**src/rtl/tx_frame_sched.sv**
```systemverilog
// rtl/tx_frame_sched.sv - byte-load and frame-clear sequencer for the 16-byte transmit shift buffer
module tx_frame_sched #(
    parameter int NREQ      = 4,
    parameter int MAX_BYTES = 15
) (
    input  logic              clk,
    input  logic              rst_n,
    input  logic [NREQ-1:0]   req,
    input  logic [NREQ*8-1:0] req_data,
    input  logic [NREQ-1:0]   req_last,
    output logic [NREQ-1:0]   gnt,
    output logic [7:0]        buf_data,
    output logic              buf_en,
    output logic              buf_tfin,
    input  logic              buf_nf,
    input  logic [3:0]        buf_count,
    output logic              frame_valid,
    output logic [3:0]        frame_len,
    output logic [2:0]        frame_owner,
    input  logic              send_ack,
    output logic              err
);

    typedef enum logic [2:0] {
        S_INIT,
        S_IDLE,
        S_LOAD,
        S_GAP,
        S_READY,
        S_FLUSH
    } state_t;

    state_t            state_q, state_d;
    logic [NREQ-1:0]   gnt_q, gnt_d;
    logic [7:0]        data_q, data_d;
    logic              en_q, en_d;
    logic              tfin_q, tfin_d;
    logic              valid_q, valid_d;
    logic [3:0]        len_q, len_d;
    logic [2:0]        fowner_q, fowner_d;
    logic              err_q, err_d;
    logic [3:0]        byte_cnt_q, byte_cnt_d;
    logic [2:0]        rr_ptr_q, rr_ptr_d;
    logic [2:0]        owner_q, owner_d;
    logic              last_q, last_d;

    logic              any_req;
    logic [2:0]        pick_idx;
    logic              hi_found;
    logic [2:0]        hi_idx;
    logic [2:0]        lo_idx;
    logic              sel_req;
    logic [7:0]        sel_data;
    logic              sel_last;
    logic              cnt_mismatch;
    logic [2:0]        rr_next;

    // Round-robin pick (lowest index at/after rr_ptr, else lowest overall) and owner's request mux
    always_comb begin
        any_req  = 1'b0;
        hi_found = 1'b0;
        hi_idx   = '0;
        lo_idx   = '0;
        sel_req  = 1'b0;
        sel_data = '0;
        sel_last = 1'b0;
        for (int j = NREQ - 1; j >= 0; j--) begin
            if (req[j]) begin
                if (3'(j) >= rr_ptr_q) begin
                    hi_found = 1'b1;
                    hi_idx   = 3'(j);
                end
                any_req = 1'b1;
                lo_idx  = 3'(j);
            end
        end
        pick_idx = hi_found ? hi_idx : lo_idx;
        for (int j = 0; j < NREQ; j++) begin
            if (3'(j) == owner_q) begin
                sel_req  = req[j];
                sel_data = req_data[j*8 +: 8];
                sel_last = req_last[j];
            end
        end
        cnt_mismatch = (buf_count != byte_cnt_q) || (!buf_nf && (byte_cnt_q < 4'd15));
        rr_next      = (owner_q == 3'(NREQ - 1)) ? 3'd0 : owner_q + 3'd1;
    end

    // Frame sequencing: next state and next values of every registered output
    always_comb begin
        state_d    = state_q;
        gnt_d      = '0;
        data_d     = data_q;
        en_d       = 1'b0;
        tfin_d     = 1'b0;
        valid_d    = valid_q;
        len_d      = len_q;
        fowner_d   = fowner_q;
        err_d      = err_q;
        byte_cnt_d = byte_cnt_q;
        rr_ptr_d   = rr_ptr_q;
        owner_d    = owner_q;
        last_d     = last_q;
        case (state_q)
            S_INIT: begin
                tfin_d  = 1'b1;
                state_d = S_IDLE;
            end
            S_IDLE: begin
                if (any_req) begin
                    owner_d = pick_idx;
                    state_d = S_LOAD;
                end
            end
            S_LOAD: begin
                if (sel_req) begin
                    en_d       = 1'b1;
                    data_d     = sel_data;
                    byte_cnt_d = byte_cnt_q + 4'd1;
                    last_d     = sel_last;
                    state_d    = S_GAP;
                    for (int j = 0; j < NREQ; j++) begin
                        gnt_d[j] = (3'(j) == owner_q);
                    end
                end
            end
            S_GAP: begin
                if (last_q || (byte_cnt_q == 4'(MAX_BYTES))) begin
                    valid_d  = 1'b1;
                    len_d    = byte_cnt_q;
                    fowner_d = owner_q;
                    if (cnt_mismatch) begin
                        err_d = 1'b1;
                    end
                    state_d = S_READY;
                end else begin
                    state_d = S_LOAD;
                end
            end
            S_READY: begin
                if (send_ack) begin
                    valid_d = 1'b0;
                    state_d = S_FLUSH;
                end
            end
            S_FLUSH: begin
                tfin_d     = 1'b1;
                byte_cnt_d = '0;
                last_d     = 1'b0;
                rr_ptr_d   = rr_next;
                state_d    = S_IDLE;
            end
            default: begin
                state_d = S_INIT;
            end
        endcase
    end

    // State and output registers; reset discards any open frame immediately
    always_ff @(posedge clk or negedge rst_n) begin
        if (!rst_n) begin
            state_q    <= S_INIT;
            gnt_q      <= '0;
            data_q     <= '0;
            en_q       <= 1'b0;
            tfin_q     <= 1'b0;
            valid_q    <= 1'b0;
            len_q      <= '0;
            fowner_q   <= '0;
            err_q      <= 1'b0;
            byte_cnt_q <= '0;
            rr_ptr_q   <= '0;
            owner_q    <= '0;
            last_q     <= 1'b0;
        end else begin
            state_q    <= state_d;
            gnt_q      <= gnt_d;
            data_q     <= data_d;
            en_q       <= en_d;
            tfin_q     <= tfin_d;
            valid_q    <= valid_d;
            len_q      <= len_d;
            fowner_q   <= fowner_d;
            err_q      <= err_d;
            byte_cnt_q <= byte_cnt_d;
            rr_ptr_q   <= rr_ptr_d;
            owner_q    <= owner_d;
            last_q     <= last_d;
        end
    end

    assign gnt         = gnt_q;
    assign buf_data    = data_q;
    assign buf_en      = en_q;
    assign buf_tfin    = tfin_q;
    assign frame_valid = valid_q;
    assign frame_len   = len_q;
    assign frame_owner = fowner_q;
    assign err         = err_q;

endmodule

```
**config.mk**
```make
export PLATFORM = sky130hd
export DESIGN_NAME = tx_frame_sched
export DESIGN_NICKNAME = d
export VERILOG_FILES = /design/src/rtl/tx_frame_sched.sv
export SDC_FILE = /design/constraint.sdc
export NUM_CORES = 1
export LEC_CHECK = 0
export CAP_MARGIN = 10
export CORE_ASPECT_RATIO = 1.1
export CORE_UTILIZATION = 35
export DETAILED_ROUTE_END_ITERATION = 10
export PLACE_DENSITY_LB_ADDON = 0.05
export SYNTH_ARGS = -nofsm -noshare
export SYNTH_HDL_FRONTEND = slang
export SYNTH_SLANG_ARGS = --single-unit
```
**constraint.sdc**
```tcl
create_clock -name clk -period 2.19 [get_ports clk]
set_input_delay 0.219 -clock clk [delete_from_list [all_inputs] [get_ports clk]]
set_output_delay 0.219 -clock clk [all_outputs]
set_load 0.02 [all_outputs]
```
==> reports/metrics.yaml <==
worst_path_max_delay_cell: "dfrtp_1"
port_buffers: 69
power_leakage_nw: 1.27
die_width_um: 72.4
relSlewSlack_pct: 49.8
rsz0062_at_grt: "no"
cts_root_buf: "clkbuf_8"
ys.flop_type: "dfrtp_1"
ys_ff_latch: 34
htree_levels: 2
final_antenna_net_count: 0
hold_path_class: "input pin to asynchronous set/reset pin"
outcome: "completed"
wl_per_cell_um: 13.3
arrival_ns: 2.20
cts_hold_buffers: 0
die_area_mm2: 0.00575
final-seq-area_um2: 851
syn_nets: 242
synthXorXnorAreaFrac_pct: 2.30
synth_top_cell_by_area: "dfrtp_1"
endpoint_kind: "register"
max_stage_delay_ns: 0.41
synth_adder_area_share_pct: 3.28
syn_area_mm2: 0.00191
rr_startpoint: "owner_q[0]"
synth_compound_area_share_pct: 17.9
numCtsBuffers: 5
synthCells: 189
antenna_found_initial: 0
multi_input_area_um2: 941
syn2layout_area_growth_pct: 49.0
vias_per_cell: 4.79
maxSlewViolCount: 0
track_usage_pct: 17.0
period_share_pct: 92.6
antenna_cells: 0
critical_path_class: "register to register"
firstDrtPassIters: 4
postCtsSetupRepairBufs: 0
routed_wl_um: 4480
gp_congestion: 0.792
skew_ns: 0.00399
fmax_mhz: 493
synth_top_family_by_area: "compound AO/OA/AOI/OAI gates"
finalSetupTns_ns: 0
synth-simple-area-share_pct: 13.1
required_ns: 2.36
dr_total_vias: 1613
drive_above_1_share_pct: 14.3
cts_tree: "yes"
syn_avg_cell_area_um2: 10.1
ys_seq_area_share_pct: 44.6
synth_top_area_share_pct: 44.6
r2r.worst_path.cells: 7
finalSetupViolCount: 0
initial_utilization_pct: 37.1
yosys.cell_count.top_type: "dfrtp_1"
yosysUniqueCellTypes: 44
ctsResizeCount: 0
crit_chain: "inv_1 > ha_1 > or2_1 > a221o_1 > nand3_2 > inv_2 > mux2_4"
yosys-top-cells-count: "dfrtp_1 (34), nand2_1 (19), a21oi_1 (16)"
clk_pin_slew_ns: 0.07
r2r-end: "buf_data[5]"
grt_first_pass_wirelength_um: 7450
layout.nets: 317
finalHoldViolations: 0
start_kind: "register"
synthTopCellsByArea: "dfrtp_1 (45%), mux2_4 (4.7%), a21oi_1 (4.2%), mux2_2 (4.1%), nand2_1 (3.7%)"
synth_mux_area_share_pct: 12.5
total_power_mw: 3.96
async_flop_share_pct: 100
clock_sinks: 34
drcViolationCount: 0
grt_pass1_vias: 1601
period_needed_ns: 2.03
grt_max_degree: 35
io_pins: 71
crit_fanout: 12
coreArea_mm2: 0.00513
power.density_mw_per_mm2: 1390
gr-total-overflow: 0
hpwl_um: 3360
rows: 27
synth-edff-count: 0
r2r_setup_slack_ns: 0.16
drv_cap: 0
tightest_slew_ns: 0.752
yosysWarnings: 0
vdd_drop_max_uv: 629
clk-insertion-delay-late_ns: 0.28
die_height_um: 79.4
nFillCells: 487
drt_iter0_drc: 64
clk_path_buf_depth: 2
-- flip-flops by register name, summed over array words and instances, names as in the netlist --
| name | cells |
|---|---|
| frame_valid | 1 |
| byte_cnt_q | 4 |
| frame_len | 4 |
| rr_ptr_q | 2 |
| last_q | 1 |
| err | 1 |
| frame_owner | 2 |
| buf_en | 1 |
| owner_q | 2 |
| buf_tfin | 1 |
| gnt | 4 |
| state_q | 3 |
| buf_data | 8 |
-- metrics by stage --
stage	cells	hold slack [ns]	worst slack, ns	instance area [µm²]	utilization, %
floorplan	189	-0.0766	0.147	1910	-
global placement	329	0.334	0.193	2700	52.6
detailed placement	329	0.343	0.163	2700	52.6
CTS	337	0.0274	0.148	2840	55.3
global route	337	0.0637	0.0103	2840	55.3
finish	337	0.000859	0.161	2840	55.3
-- final cells by class --
cell class | count | share of cell area (%)
tap | 72 | 3.17
sequential | 34 | 29.9
multi-input combinational | 130 | 33.1
inverter | 13 | 1.72
clock buffer | 6 | 2.91
timing repair buffer | 80 | 27.0
clock inverter | 2 | 2.11
-- cell families after synthesis --
| kind of cell | Yosys count |
|---|---|
| muxes | 20 |
| DFF | 34 |
| AOI/OAI and AO/OA | 51 |
| other | 1 |
| adders and majority gates | 5 |
| and+or+nand+nor | 48 |
| xor gates and xnor gates | 5 |
| buffers and inverters | 25 |
-- critical path: cells and delay by family (launching register included) --
family	cells	cell delay [ns]
buffers and inverters	2	0.23
multiplexers	1	0.33
flip-flops	1	0.41
AO/OA/AOI/OAI	1	0.34
AND/OR/NAND/NOR	2	0.36
adder cells (fa/ha/maj)	1	0.24
-- per-layer routing --
layer | share of wire (%) | track usage (%) | up-vias
met2 | 49 | 26.6 | 47
li1 | - | - | 818
met3 | 4.5 | 5.05 | 2
met5 | 0 | 0 | -
met4 | 0.42 | 4.71 | 0
met1 | 46 | 22.7 | 746
-- power breakdown --
part           internal [mW]  switching (mW)
Clock                  0.486           0.231
Sequential             0.902           0.245
Combinational           1.12           0.980
-- how the worst max path moves through the flow --
| stage | from | to | slack (ns) | cells past startpoint |
|---|---|---|---|---|
| after floorplan | owner_q[0] | buf_data[0] | 0.15 | 9 |
| after global placement | req[2] | buf_data[7] | 0.19 | 6 |
| after detailed placement | req[2] | buf_data[6] | 0.16 | 6 |
| after CTS | owner_q[0] | buf_data[6] | 0.15 | 7 |
| after global routing | owner_q[0] | buf_data[6] | 0.01 | 7 |
| final | owner_q[0] | buf_data[5] | 0.16 | 7 |
-- cell usage in the layout (no fill, tap or decap), drive strengths merged, types with 4 or more instances in the layout --
| cell | n |
|---|---|
| ha | 5 |
| nor2b | 4 |
| a21oi | 16 |
| dfrtp | 34 |
| clkbuf | 6 |
| o21ai | 12 |
| nand2 | 19 |
| clkdlybuf4s50 | 68 |
| buf | 12 |
| mux2i | 7 |
| a22o | 8 |
| mux2 | 13 |
| nor2 | 5 |
| inv | 13 |
No activity file was read; power rests on OpenSTA's default activity.
